[config.mk]
export PLATFORM = sky130hd
export DESIGN_NAME = config_regs_arbiter
export DESIGN_NICKNAME = d
export VERILOG_FILES = /design/src/rtl/config_regs_arbiter.sv
export SDC_FILE = /design/constraint.sdc
export NUM_CORES = 1
export LEC_CHECK = 0
export CAP_MARGIN = 20
export CORE_AREA = 4 4 108 110
export DETAILED_ROUTE_END_ITERATION = 16
export DIE_AREA = 0 0 112 114
export GPL_TIMING_DRIVEN = 0
export PLACE_DENSITY = 0.81
export SYNTH_ARGS = -nofsm -noshare
export SYNTH_HDL_FRONTEND = slang
export SYNTH_SLANG_ARGS = --single-unit
export TNS_END_PERCENT = 5
[constraint.sdc]
create_clock -name clk_i -period 1.95 [get_ports clk_i]
set_input_delay 0.195 -clock clk_i [delete_from_list [all_inputs] [get_ports clk_i]]
set_output_delay 0.195 -clock clk_i [all_outputs]
set_load 0.02 [all_outputs]
[src/rtl/config_regs_arbiter.sv]
// rtl/config_regs_arbiter.sv - round-robin OBI arbiter in front of the config register slave
// Forwards one request at a time, routes the response to its owner, and watchdogs lost responses.
module config_regs_arbiter #(
  parameter int NUM_REQ        = 2,
  parameter int TIMEOUT_CYCLES = 16
) (
  input  logic                    clk_i,
  input  logic                    rst_ni,
  input  logic [NUM_REQ-1:0]      s_req_i,
  input  logic [NUM_REQ-1:0]      s_we_i,
  input  logic [NUM_REQ*4-1:0]    s_be_i,
  input  logic [NUM_REQ*32-1:0]   s_addr_i,
  input  logic [NUM_REQ*32-1:0]   s_wdata_i,
  output logic [NUM_REQ-1:0]      s_gnt_o,
  output logic [NUM_REQ-1:0]      s_rvalid_o,
  output logic [31:0]             s_rdata_o,
  output logic                    m_req_o,
  output logic                    m_we_o,
  output logic [3:0]              m_be_o,
  output logic [31:0]             m_addr_o,
  output logic [31:0]             m_wdata_o,
  input  logic                    m_gnt_i,
  input  logic                    m_rvalid_i,
  input  logic [31:0]             m_rdata_i,
  output logic                    timeout_o
);

  localparam int PW = (NUM_REQ > 1) ? $clog2(NUM_REQ) : 1;
  localparam int CW = $clog2(TIMEOUT_CYCLES + 1);

  localparam logic [0:0] IDLE     = 1'b0;
  localparam logic [0:0] WAIT_RSP = 1'b1;

  logic [0:0]    state_q;
  logic [PW-1:0] ptr_q;
  logic [PW-1:0] owner_q;
  logic [CW-1:0] cnt_q;
  logic          timeout_q;

  logic [PW-1:0] win_idx;
  logic [PW-1:0] cand;
  logic          win_valid;
  int            scan;

  // Scan from the highest offset down so the last hit is the first index at or after ptr.
  always_comb begin
    win_valid = 1'b0;
    win_idx   = '0;
    cand      = '0;
    scan      = 0;
    for (int k = NUM_REQ - 1; k >= 0; k--) begin
      scan = int'(ptr_q) + k;
      if (scan >= NUM_REQ) scan = scan - NUM_REQ;
      cand = scan[PW-1:0];
      if (s_req_i[cand]) begin
        win_valid = 1'b1;
        win_idx   = cand;
      end
    end
  end

  logic active_idle;
  logic active_wait;
  logic fwd;
  logic hs;
  logic rsp_ok;
  logic expire;

  // Outputs are gated by rst_ni so nothing leaks through while reset is held.
  assign active_idle = rst_ni && (state_q == IDLE);
  assign active_wait = rst_ni && (state_q == WAIT_RSP);
  assign fwd         = active_idle && win_valid;
  assign hs          = fwd && m_gnt_i;
  assign rsp_ok      = active_wait && m_rvalid_i;
  // cnt_q counts completed wait cycles; it would reach TIMEOUT_CYCLES at the end of this cycle.
  assign expire      = active_wait && !m_rvalid_i && (cnt_q == CW'(TIMEOUT_CYCLES - 1));

  assign m_req_o   = fwd;
  assign m_we_o    = fwd && s_we_i[win_idx];
  assign m_be_o    = fwd ? s_be_i[{win_idx, 2'b00} +: 4] : 4'h0;
  assign m_addr_o  = fwd ? s_addr_i[{win_idx, 5'b00000} +: 32] : 32'h0;
  assign m_wdata_o = fwd ? s_wdata_i[{win_idx, 5'b00000} +: 32] : 32'h0;

  assign s_gnt_o    = hs ? (NUM_REQ'(1) << win_idx) : '0;
  assign s_rvalid_o = (rsp_ok || expire) ? (NUM_REQ'(1) << owner_q) : '0;
  assign s_rdata_o  = rsp_ok ? m_rdata_i : 32'h0;
  assign timeout_o  = timeout_q;

  always_ff @(posedge clk_i or negedge rst_ni) begin
    if (!rst_ni) begin
      state_q   <= IDLE;
      ptr_q     <= '0;
      owner_q   <= '0;
      cnt_q     <= '0;
      timeout_q <= 1'b0;
    end else if (state_q == IDLE) begin
      cnt_q <= '0;
      if (hs) begin
        state_q <= WAIT_RSP;
        owner_q <= win_idx;
        ptr_q   <= (win_idx == PW'(NUM_REQ - 1)) ? '0 : win_idx + 1'b1;
      end
    end else begin
      if (rsp_ok || expire) begin
        state_q <= IDLE;
        cnt_q   <= '0;
        if (expire) timeout_q <= 1'b1;
      end else if (cnt_q != CW'(TIMEOUT_CYCLES)) begin
        cnt_q <= cnt_q + 1'b1;
      end
    end
  end

endmodule

==> flow_summary.json <==
{
  "io_pins": 283,
  "p_per_area_mw_per_mm2": 418,
  "rsz0062_at_grt": "yes",
  "antenna_found_initial": 0,
  "cts.sinks": 9,
  "fin_skew_ps": 2.11,
  "synth_area_leaders": "nand3b_1 (18%), a21oi_1 (10%), dfrtp_1 (9.2%)",
  "place_congestion": 0.954,
  "area_growth_pct": 110,
  "portBuffers": 281,
  "finalCritPeriodShare_pct": 97.6,
  "clk-insertion-delay-late_ps": 240,
  "final_cell_mix": "clkdlybuf4s50_1 (173), nand3b_1 (59), buf_2 (51)",
  "vias": 3640,
  "wl_per_cell_um": 17.7,
  "drtAntennaViolNets": 0,
  "drt_wl_total_um": 13400,
  "htreeDepth": 1,
  "grt_usage_pct": 19.0,
  "vdd_ir_drop_max_mv": 0.258,
  "crit_required_ps": 1750,
  "synth-seq-area-share_pct": 9.16,
  "hp-class": "primary input to flop",
  "die_x_um": 112,
  "dp_cells": 750,
  "fmax_mhz": 526,
  "status": "finished clean",
  "synth.distinct_cells": 35,
  "slew_viol_final": 0,
  "dieArea_mm2": 0.0128,
  "drc": 0,
  "cts_root_buf": "clkbuf_8",
  "via_per_inst": 4.82,
  "hold_ws_ps": 455,
  "synth_seq_cells": 9,
  "relSlewSlack_pct": 69.8,
  "hpwl_um": 10700,
  "n_antenna_cell": 0,
  "crit_fanout": 10,
  "postCtsSetupRepairBufs": 0,
  "layout_commonest_cell": "clkdlybuf4s50_1",
  "start_util_pct": 23.0,
  "grt_pass1_vias": 3786,
  "setup_viol": 0,
  "fin_cells": 755,
  "p_total_mw": 2.16,
  "period_minus_slack_ps": 1900,
  "worst_pin_slew_ps": 453,
  "synth_fp_nets": 508,
  "core_area_mm2": 0.0107,
  "yosys_warnings": 0,
  "path_class": "flop to output pin",
  "clkSlewWorstSetupHoldPaths_ps": 50,
  "first_pass_iters": 4,
  "clk_path_buf_depth": 2,
  "nFillCells": 1079,
  "netlist_instances": 329,
  "worstPathArrival_ps": 1710,
  "grt_max_degree": 11,
  "synth.cell_area_mm2": 0.00246,
  "overflow": 0,
  "drt_iter0_drc": 178,
  "start_kind": "flop",
  "maxCapViolCount": 0,
  "finalHoldViolCount": 0,
  "fin_setup_tns_ps": 0,
  "cts_tree": "yes",
  "synth.largest_area_cell": "nand3b_1",
  "total_leakage_power_nw": 2.34,
  "numCtsBuffers": 3,
  "syn_area_per_cell_um2": 7.47,
  "rows": 38,
  "grt_pass1_wl_um": 19600,
  "fin_util_pct": 48.3,
  "synth_top_area_share_pct": 18.0,
  "drive_gt1_share_pct": 27.0,
  "die_y_um": 114,
  "nNetsFinal": 795,
  "cp-end-kind": "output pin"
}
Yosys cell counts:
cell type and number:
clkbuf_1 7, xor2_1 1, and4bb_1 1, inv_2 1, a21oi_2 20, ha_1 3
nor3_1 2, and2_1 32, o2111ai_2 1, o21ai_0 20, buf_2 17, nand3_1 1
xnor2_1 2, a41o_1 1, clkbuf_2 1, inv_1 8, and3_1 2, nand3b_4 10
o211ai_2 1, nand3b_1 59, a21oi_1 50, mux2i_1 2, nand2_1 2, nor2_1 7
clkinv_2 1, buf_1 1, buf_4 3, o21ai_2 20, dfrtp_1 9, buf_6 10
o21ai_1 30, mux2_1 1, buf_12 1, o211ai_1 1, and2b_4 1
repair_timing:
item                                    4_1_cts  5_1_grt
hold buffers                                  1        0
endpoints found under the setup margin      106       66
resized for setup                           213       88
endpoints found under the hold margin         9        0
pin swaps                                     0        1
sequential cells by signal (all words and copies together), names as in the netlist:
register / flops
owner_q: 1
cnt_q: 5
state_q: 1
timeout_o: 1
ptr_q: 1
routing by layer:
metal / wire length [um] / part of all wire, % / global-route usage (%)
met1: 5430 / 41 / 22.1
met3: 953 / 7.1 / 4.24
met2: 6700 / 50 / 34.5
met5: 0 / 0 / 0
met4: 295 / 2.2 / 6.25
report_power, final:
group | internal, mW | switching, mW | total [mW] | leakage (nW)
Clock | 0.143 | 0.0826 | 0.226 | 0.0228
Sequential | 0.213 | 0.0201 | 0.233 | 0.118
Combinational | 0.854 | 0.845 | 1.70 | 2.20
Total | 1.21 | 0.948 | 2.16 | 2.34
through the flow:
step	area (um^2)	worst slack, ps
2_1_floorplan	2460	444
3_3_place_gp	5450	-896
3_5_place_dp	5450	-928
4_1_cts	5460	-96.1
5_1_grt	5170	-58.8
6_report	5170	47.7
area by class of cell:
cell class                 instances  area [um^2]  area share (%)
tap                              140          175            3.39
inverter                          10         38.8           0.751
multi-input combinational        270         1940            37.5
sequential                         9          225            4.36
clock buffer                       4         45.0           0.872
timing repair buffer             282         2460            47.5
buffer                            40          292            5.64
path summary, 6_finish.rpt:
path                                  to      start  slack [ps]  cells past startpoint
max                        m_wdata_o[24]      ptr_q          50                      5
min in group asynchronous        state_q     rst_ni         660                      2
min                            timeout_o     rst_ni         460                      2
min reg2reg                    timeout_o  timeout_o         490                      1
max reg2reg                     cnt_q[2]   cnt_q[1]         370                      6
max in group asynchronous       cnt_q[1]     rst_ni         990                      2
kinds of logic after synthesis:
logic type	Yosys count	synth area share [%]
AO/OA/AOI/OAI	144	36.5
AND/OR/NAND/NOR	117	37.7
buffers and inverters	50	12.8
flip-flops	9	9.17
XOR/XNOR	3	1.07
multiplexers	3	1.27
adder cells (fa/ha/maj)	3	1.53
worst max-delay path, stage by stage (launching register included):
cell             delay [ps]
dfrtp_1                 370
and2b_4                 290
buf_4                   210
o21ai_0                 130
a21oi_1                 190
clkdlybuf4s15_2         280
Note: power is estimated with default switching activity, not from simulation.
